--- config.mk ---
export PLATFORM = sky130hd
export DESIGN_NAME = uart_rx_axis_bridge
export DESIGN_NICKNAME = d
export VERILOG_FILES = /design/src/rtl/uart_axis_pkg.sv /design/src/rtl/sync_fifo.sv /design/src/rtl/uart_rx_axis_bridge.sv
export SDC_FILE = /design/constraint.sdc
export NUM_CORES = 1
export LEC_CHECK = 0
export ABC_AREA = 0
export CAP_MARGIN = 20
export CORE_AREA = 2 2 161 123
export DETAILED_ROUTE_END_ITERATION = 10
export DIE_AREA = 0 0 163 125
export HOLD_SLACK_MARGIN = 0.02
export PLACE_DENSITY = 0.7
export SLEW_MARGIN = 30
export SYNTH_ARGS = -nofsm -noshare
export SYNTH_HDL_FRONTEND = slang
export SYNTH_HIERARCHICAL = 1
export SYNTH_SLANG_ARGS = --single-unit
--- constraint.sdc ---
create_clock -name clk -period 4.4 [get_ports clk]
set_clock_uncertainty 0.05 [all_clocks]
set_input_delay 0.44 -clock clk [delete_from_list [all_inputs] [get_ports clk]]
set_output_delay 0.44 -clock clk [all_outputs]
set_load 0.01 [all_outputs]
--- src/rtl/uart_axis_pkg.sv ---
// Shared constants for the UART-to-AXI4-Stream bridge: FIFO entry layout,
// overflow counter width and the default packet idle gap.
package uart_axis_pkg;
  localparam int DEF_DATA_BITS   = 8;
  localparam int DEF_IDLE_CYCLES = 9548;
  localparam int DROP_CNT_W      = 8;

  // FIFO entry layout: {last, err, data[DATA_BITS-1:0]}
  localparam int ENTRY_W  = DEF_DATA_BITS + 2;
  localparam int ERR_BIT  = DEF_DATA_BITS;
  localparam int LAST_BIT = DEF_DATA_BITS + 1;

  function automatic int entry_w(input int data_bits);
    return data_bits + 2;
  endfunction
endpackage

--- src/rtl/sync_fifo.sv ---
// Synchronous FIFO with extra-bit pointers; a push while full is ignored
// unless a pop happens in the same cycle.
module sync_fifo #(
  parameter int WIDTH = 10,
  parameter int DEPTH = 16,
  localparam int AW   = $clog2(DEPTH)
) (
  input  logic             clk,
  input  logic             rst,
  input  logic             push,
  input  logic [WIDTH-1:0] din,
  input  logic             pop,
  output logic [WIDTH-1:0] dout,
  output logic             full,
  output logic             empty,
  output logic [AW:0]      level
);
  logic [WIDTH-1:0] mem_q [DEPTH];
  logic [AW:0]      wr_q, wr_d, rd_q, rd_d;
  logic             wr_en, rd_en;

  assign empty = (wr_q == rd_q);
  assign full  = (wr_q[AW] != rd_q[AW]) && (wr_q[AW-1:0] == rd_q[AW-1:0]);
  assign level = wr_q - rd_q;
  assign dout  = mem_q[rd_q[AW-1:0]];

  always_comb begin
    rd_en = pop & ~empty;
    wr_en = push & (~full | rd_en);
    wr_d  = wr_en ? wr_q + (AW+1)'(1) : wr_q;
    rd_d  = rd_en ? rd_q + (AW+1)'(1) : rd_q;
  end

  always_ff @(posedge clk) begin
    if (rst) begin
      wr_q <= '0;
      rd_q <= '0;
    end else begin
      wr_q <= wr_d;
      rd_q <= rd_d;
    end
  end

  // Storage is not reset; pointers alone define validity.
  always_ff @(posedge clk) begin
    if (wr_en) mem_q[wr_q[AW-1:0]] <= din;
  end
endmodule

--- src/rtl/uart_rx_axis_bridge.sv ---
// Buffers UART receiver bytes into a FIFO and streams them out over AXI4-Stream,
// closing packets with tlast after an idle gap and reporting FIFO overflow.
module uart_rx_axis_bridge
  import uart_axis_pkg::*;
#(
  parameter int DATA_BITS   = DEF_DATA_BITS,
  parameter int FIFO_DEPTH  = 16,
  parameter int IDLE_CYCLES = DEF_IDLE_CYCLES,
  parameter int DROP_ERRORS = 0,
  localparam int LW         = $clog2(FIFO_DEPTH) + 1
) (
  input  logic                  clk,
  input  logic                  rst,
  input  logic [DATA_BITS-1:0]  rx_data,
  input  logic                  rx_valid,
  input  logic                  parity_error,
  output logic [DATA_BITS-1:0]  m_axis_tdata,
  output logic                  m_axis_tuser,
  output logic                  m_axis_tlast,
  output logic                  m_axis_tvalid,
  input  logic                  m_axis_tready,
  output logic [LW-1:0]         fifo_level,
  output logic                  overflow,
  output logic [DROP_CNT_W-1:0] drop_cnt,
  input  logic                  ovf_clr
);
  localparam int EW = entry_w(DATA_BITS);
  localparam int CW = $clog2(IDLE_CYCLES + 1);
  localparam logic [CW-1:0] IDLE_LAST = CW'(IDLE_CYCLES - 1);

  logic                  hold_vld_q, hold_vld_d;
  logic                  hold_err_q, hold_err_d;
  logic [DATA_BITS-1:0]  hold_data_q, hold_data_d;
  logic [CW-1:0]         idle_cnt_q, idle_cnt_d;
  logic                  overflow_q, overflow_d;
  logic [DROP_CNT_W-1:0] drop_cnt_q, drop_cnt_d;

  logic          evt, timeout, push, pop, drop;
  logic          fifo_full, fifo_empty;
  logic [EW-1:0] push_entry, head;

  assign evt = rx_valid | (parity_error & (DROP_ERRORS == 0));

  always_comb begin
    hold_vld_d  = hold_vld_q;
    hold_err_d  = hold_err_q;
    hold_data_d = hold_data_q;
    idle_cnt_d  = '0;
    // A new byte on the timeout cycle cancels the timeout: the held byte is not last.
    timeout     = hold_vld_q & ~evt & (idle_cnt_q == IDLE_LAST);
    push        = (evt & hold_vld_q) | timeout;
    push_entry  = {timeout, hold_err_q, hold_data_q};
    if (evt) begin
      hold_vld_d  = 1'b1;
      hold_err_d  = parity_error;
      hold_data_d = rx_data;
    end else if (timeout) begin
      hold_vld_d  = 1'b0;
    end else if (hold_vld_q) begin
      idle_cnt_d  = idle_cnt_q + CW'(1);
    end
  end

  assign pop  = m_axis_tvalid & m_axis_tready;
  assign drop = push & fifo_full & ~pop;

  always_comb begin
    overflow_d = overflow_q;
    drop_cnt_d = drop_cnt_q;
    if (ovf_clr) begin
      overflow_d = 1'b0;
      drop_cnt_d = '0;
    end
    if (drop) begin
      overflow_d = 1'b1;
      if (ovf_clr)          drop_cnt_d = DROP_CNT_W'(1);
      else if (!(&drop_cnt_q)) drop_cnt_d = drop_cnt_q + DROP_CNT_W'(1);
    end
  end

  always_ff @(posedge clk) begin
    if (rst) begin
      hold_vld_q  <= 1'b0;
      hold_err_q  <= 1'b0;
      hold_data_q <= '0;
      idle_cnt_q  <= '0;
      overflow_q  <= 1'b0;
      drop_cnt_q  <= '0;
    end else begin
      hold_vld_q  <= hold_vld_d;
      hold_err_q  <= hold_err_d;
      hold_data_q <= hold_data_d;
      idle_cnt_q  <= idle_cnt_d;
      overflow_q  <= overflow_d;
      drop_cnt_q  <= drop_cnt_d;
    end
  end

  sync_fifo #(.WIDTH(EW), .DEPTH(FIFO_DEPTH)) u_fifo (
    .clk   (clk),
    .rst   (rst),
    .push  (push),
    .din   (push_entry),
    .pop   (pop),
    .dout  (head),
    .full  (fifo_full),
    .empty (fifo_empty),
    .level (fifo_level)
  );

  // Head is masked while empty so the stream fields read zero after reset.
  assign m_axis_tvalid = ~fifo_empty;
  assign {m_axis_tlast, m_axis_tuser, m_axis_tdata} = fifo_empty ? '0 : head;
  assign overflow = overflow_q;
  assign drop_cnt = drop_cnt_q;
endmodule

Word level (Yosys, flattened, before mapping)
Memory sizes are Yosys's and may differ from the RTL's. A register that Yosys moved wholly into a read port is not among the register bits.
Cells that the tools add are included.
{"block": "word_totals", "ff_bits": 43, "latchBits": 0, "mem_bits_rw": 160, "romBits": 0, "in_bits": 14, "output_inout_bits": 25, "elab_cells": 52, "mem_count": 1}
{"block": "op_classes", "n_addsub": 5, "multipliers": 0, "n_div": 0, "order_cmp": 0, "eq_ne": 4, "shift": 0, "mux": 13, "bitwise": 16, "reduce_logical": 5}
{"name": "u_fifo.mem_q", "depth": 16, "width": 10, "read_ports": 1, "rd_ports_with_merged_regs": 1, "wr": 1, "line": "sync_fifo.sv:18", "rtl": "logic [WIDTH-1:0] mem_q [DEPTH];"}
{"op": "$mux W8", "count": 4}
{"op": "$add A14 B1 Y14 const B", "count": 1}
{"op": "$eq A14 B14 Y1 const B", "count": 1}
{"op": "$add A5 B1 Y5 const B", "count": 2}
{"op": "$mux W10", "count": 1}
{"op": "$add A8 B1 Y8 const B", "count": 1}
{"op": "$and A1 B1 Y1", "count": 8}
{"op": "$mux W4", "count": 2}
{"op": "$reduce_and A8 Y1", "count": 1}
{"op": "$mux W1", "count": 6}
{"op": "$eq A5 B5 Y1", "count": 1}
{"op": "$not A1 Y1", "count": 5}
{"op": "$sub A5 B5 Y5", "count": 1}
{"op": "$eq A4 B4 Y1", "count": 1}
{"op": "$reduce_bool A2 Y1", "count": 2}
{"op": "$reduce_or A4 Y1", "count": 1}
{"op": "$or A1 B1 Y1", "count": 3}
{"op": "$logic_and A1 B1 Y1", "count": 1}
{"op": "$ne A1 B1 Y1", "count": 1}

Longest topological paths before layout
{"block": "depth", "ltp_word": 8, "ltp_mapped": 9}

Hierarchy
Netlist, hierarchy kept.
{"module": "sync_fifo", "instances": 1, "cells_per_inst": 346, "area_per_inst_um2": 6826.5, "seq_area_each_um2": 5084.9}
{"module": "uart_rx_axis_bridge", "instances": 1, "cells_per_inst": 181, "area_per_inst_um2": 1512.7, "seq_area_each_um2": 660.6}

Least setup slack after synthesis
OpenSTA, ideal clock, no wires.
{"block": "synth_timing", "kind": "register to register", "startpoint": "reg u_fifo.wr_q[0]", "endpoint": "mem u_fifo.mem_q[0][0] (enable)", "arrival_time_ps": 2677, "required_ps": 3960, "slack_ps": 1283, "stages_incl_launch_ff": 9, "n_path_buf": 0, "path_cell_list": "dfxtp_1 -> inv_1 -> ha_1 -> nand4_1 -> nor2_1 -> nor2b_1 -> o31a_1 -> nand2_1 -> nor3_1"}
{"block": "synth_via", "elab_chain_cells": 8}
{"element": "start: declaration", "line": "sync_fifo.sv:19", "rtl": "logic [AW:0] wr_q, wr_d, rd_q, rd_d;"}
{"element": "start signal: assignment", "line": "sync_fifo.sv:39", "rtl": "wr_q <= wr_d;"}
{"element": "$eq A5 B5 Y1", "line": "sync_fifo.sv:22", "rtl": "assign empty = (wr_q == rd_q);"}
{"element": "named net fifo_empty", "line": "uart_rx_axis_bridge.sv:39", "rtl": "logic fifo_full, fifo_empty;"}
{"element": "$not A1 Y1", "line": "uart_rx_axis_bridge.sv:112", "rtl": "assign m_axis_tvalid = ~fifo_empty;"}
{"element": "$and A1 B1 Y1", "line": "uart_rx_axis_bridge.sv:64", "rtl": "assign pop = m_axis_tvalid & m_axis_tready;"}
{"element": "named net pop", "line": "uart_rx_axis_bridge.sv:38", "rtl": "logic evt, timeout, push, pop, drop;"}
{"element": "$and A1 B1 Y1", "line": "sync_fifo.sv:28", "rtl": "rd_en = pop & ~empty;"}
{"element": "$or A1 B1 Y1", "line": "sync_fifo.sv:29", "rtl": "wr_en = push & (~full | rd_en);"}
{"element": "$and A1 B1 Y1", "line": "sync_fifo.sv:29"}
{"element": "$mux W1", "line": "sync_fifo.sv:46", "rtl": "if (wr_en) mem_q[wr_q[AW-1:0]] <= din;"}
{"element": "$mux W1 (implied by the code)", "line": "sync_fifo.sv:46"}
{"element": "end: declaration", "line": "sync_fifo.sv:18"}
The timed path passes the listed nets, and every way through them passes these cells.

Final worst setup path
{"block": "layout_timing", "startpoint": "reg u_fifo.wr_q[2]", "endpoint": "mem u_fifo.mem_q[6][2] (enable)"}
The elaborated chain is that of the path after synthesis.

==> key figures <==
Placed design
  – Final HPWL DP: roughly 11 mm
  – Placer Congestion: 0.845
  – Placed instance count: 815
  – # port buffers: 38
  – Setup WS pre-CTS: around 770 ps

Routing
  – Vias: around 4,800
  – WL/cell: just over 20 um
  – Initial drt markers: between 400 and 500
  – Post-route DRC: 0
  – Vias per Instance: about 5.6
  – Final wirelength: around 18 mm
  – Post-detailed-route count of antenna-violating nets: 0
  – DRT Pass-1 Iters: 5

Critical path
  – Crit path arrival time: 3770 ps
  – Worst path buffer plus inverter count: 1
  – FF-to-FF setup slack: around 700 ps
  – Crit Path Max Fanout: 12
  – Kind of critical path: reg2reg
  – Max incr delay on CP: roughly 760 ps
  – CP Cell Sequence: ha_1 -> nand4_1 -> nor2_1 -> buf_4 -> nor2b_1 -> o31a_1 -> nand2_1 -> nor2_1
  – CP top delay family: simple AND/OR/NAND/NOR gates
  – Worst r2r path cells: 8
  – Critical Path RT: about 4500 ps
  – Most common cell on crit path: nor2_1
  – Slowest cell on the critical path: nor2_1
  – Startpoint class of the critical path: register
  – Worst R2R Start: u_fifo/wr_q[2]
  – CP endpoint kind: register
  – Worst r2r dst: u_fifo/mem_q[6][2]

CTS
  – TritonCTS Buffers: 21
  – Clock slew at reported path FFs: ~60 ps
  – Max Buffers Root-to-Sink: 3
  – CTS root buffer: clkbuf_16
  – CTS tree: yes
  – Post-CTS sizing: 0
  – Htree depth: 1
  – Clk sink count: between 200 and 250
  – Hold Buf Count CTS: 0
  – Setup Fix Bufs, Post-CTS: 0
  – Skew-Pair Late Insertion Delay: approximately 500 ps

Synth
  – Ys Warns: 6
  – Ys flop type: edfxtp_1
  – Synth async-reset ratio: 0%
  – Syn_nets: between 500 and 600
  – Post-Syn Area per Cell: between 15 and 20 sq um
  – Synth cell types: 54
  – Syn Inst Count: between 500 and 600
  – Yosys top cell area share: 57.6%
  – Main area contributors after synthesis: edfxtp_1, dfxtp_1, mux4_2
  – Sequential-to-total area share from yosys stat: a little under 70%
  – Syn Std Cell Area: about 8300 sq um
  – Post-synth top area cell: edfxtp_1
  – Flop and latch count out of synthesis: 207
  – Post-synth EDFFs: 160

Power
  – Logic pwr share: ~5.7%
  – Switching Share: 21.4%
  – Internal: 3.24 mW
  – Clock network power share: between 40% and 50%
  – Peak VDD IR: ~270 uV
  – Final Power: 4.13 mW
  – Sw Pwr: 0.884 mW
  – Leakage: about 3.2 nW
  – Pwr Density: 423 nW/um^2
  – Seq pwr share: a little over half

Min path
  – Hold path start: idle_cnt_q[0]
  – Worst hold path type: reg2reg
  – End of the worst hold path: idle_cnt_q[0]
  – Hold Crit Depth: 1

Floorplan
  – Die X: around 160 um
  – Top-level I/O count: 39
  – Core ar.: 19,000 sq um
  – Initial Util: a little over two fifths
  – Cell Rows: 44
  – Die Y: 125 um
  – Die area: 20,400 sq um

STA
  – PnR worst setup slack: between 700 and 800 ps
  – Fin. Hold Viols: 0
  – Hold Slack: between 400 and 500 ps
  – Actual slew at the worst max-slew pin: between 900 and 1000 ps
  – Final setup vio count: 0
  – Unrepaired setup endpoints after global routing: false
  – Period Utilization, post-route: a little over four fifths
  – Max_slew headroom: between 30% and 40%
  – Fmax: between 0.2 and 0.3 GHz
  – Fin crit period: 3700 ps
  – Total negative slack: 0 ps
  – Fin. max-slew vios: 0

Finish
  – Final net count: 611
  – Post-Layout Cell Count: 853
  – Layout cells sized above 1: between 10% and 20%
  – Most common cell after layout, fill and taps aside: edfxtp_1
  – P&R area growth vs syn: 17.1%
  – Commonest cells after routing, fill and taps aside: edfxtp_1, dfxtp_1, nor2_1, nand2_1, mux4_2
  – N_diodes: 0

GRT
  – Vias in the first global route: just under 5,000
  – First-pass GRT wire length: between 20 and 30 mm
  – Gr usage total: approximately 18%
  – Initial antenna violation count: 1
  – Largest net degree at the start of global routing: 41
  – Total gr overflow: 0

Run
  – Max capacitance violation total: 0

Run status
  – Outcome: completed
==> state kept, by name, summed over array words and instances (netlist names), named ones only <==
name and flops:
u_fifo/mem_q 160, idle_cnt_q 14, drop_cnt 8, hold_data_q 8, u_fifo/rd_q 5, u_fifo/wr_q 5
hold_err_q 1, hold_vld_q 1, overflow 1
==> synth_stat cells (2+ instances only) <==
library cell / count
inv_1: 13
or3_2: 2
a311oi_1: 2
mux4_2: 40
buf_1: 4
a22oi_1: 20
xor2_1: 12
nand4_1: 6
mux2i_1: 3
edfxtp_1: 160
ha_1: 11
dfxtp_1: 47
a21oi_1: 18
nor2b_1: 13
a21o_1: 2
nand2_1: 40
o21ai_0: 10
and4b_1: 2
nand3_1: 11
and2_1: 2
nor3_1: 5
xnor2_1: 7
or3_1: 3
clkbuf_1: 12
nand2b_1: 2
a211oi_1: 2
and3_1: 2
buf_2: 4
and2b_2: 2
nor2_1: 46
==> through the flow <==
stage	utilization [%]	area, sq um
global route	51.4	9770
detailed placement	47.8	9080
CTS	51.4	9750
finish	51.4	9770
floorplan	-	8340
global placement	47.8	9080
==> worst reg2reg max path: cells and delay by family, from the launching register on <==
family / cells / cell delay [ps]
compound gates: 1 / 360
fa+ha+maj: 1 / 350
buf+inv: 1 / 200
flops: 1 / 530
simple gates: 5 / 1830
==> cells by family after synthesis <==
kind of cell | Yosys count | share of synthesized area, %
xor gates and xnor gates | 20 | 2.19
adders and majority gates | 12 | 1.89
buffers and inverters | 33 | 1.55
and+or+nand+nor | 146 | 8.75
DFF | 207 | 68.9
muxes | 43 | 11.2
AOI/OAI and AO/OA | 66 | 5.57
==> metal layers <==
metal / part of all wire [%] / GRT usage (%) / vias to the layer above
li1: - / - / 2155
met1: 44 / 26.2 / 2402
met2: 47 / 27.9 / 169
met3: 6.7 / 2.85 / 27
met4: 2.0 / 4.01 / 0
met5: 0 / 0 / -
==> power groups by stage <==
stage                     clock network (mW)  logic (mW)  registers (mW)
final                                   1.72       0.233            2.17
after detailed placement                   0       0.233            2.21
after CTS                               1.75       0.234            2.17
after global routing                    1.83       0.252            2.18
after global placement                     0       0.230            2.21
after floorplan                            0       0.140            2.19
==> final cells by class <==
class | count | area [sq um]
clock inverter | 16 | 139
tap | 253 | 317
clock buffer | 22 | 529
timing repair buffer | 55 | 508
sequential | 207 | 5750
fill | 1563 | 9230
multi-input combinational | 287 | 2480
inverter | 13 | 48.8
==> how the worst max path moves through the flow <==
| stage | from | end | slack, ps | cells after the start |
|---|---|---|---|---|
| floorplan | u_fifo/wr_q[0] | u_fifo/mem_q[0][0] | 1280 | 8 |
| global placement | u_fifo/wr_q[2] | u_fifo/mem_q[12][5] | 930 | 8 |
| detailed placement | u_fifo/wr_q[2] | u_fifo/mem_q[12][9] | 770 | 8 |
| CTS | register | m_axis_tdata[6] | 690 | 6 |
| global route | u_fifo/wr_q[2] | u_fifo/mem_q[6][2] | 450 | 8 |
| finish | u_fifo/wr_q[2] | u_fifo/mem_q[6][2] | 700 | 8 |
(Power assumes the default switching activity.)
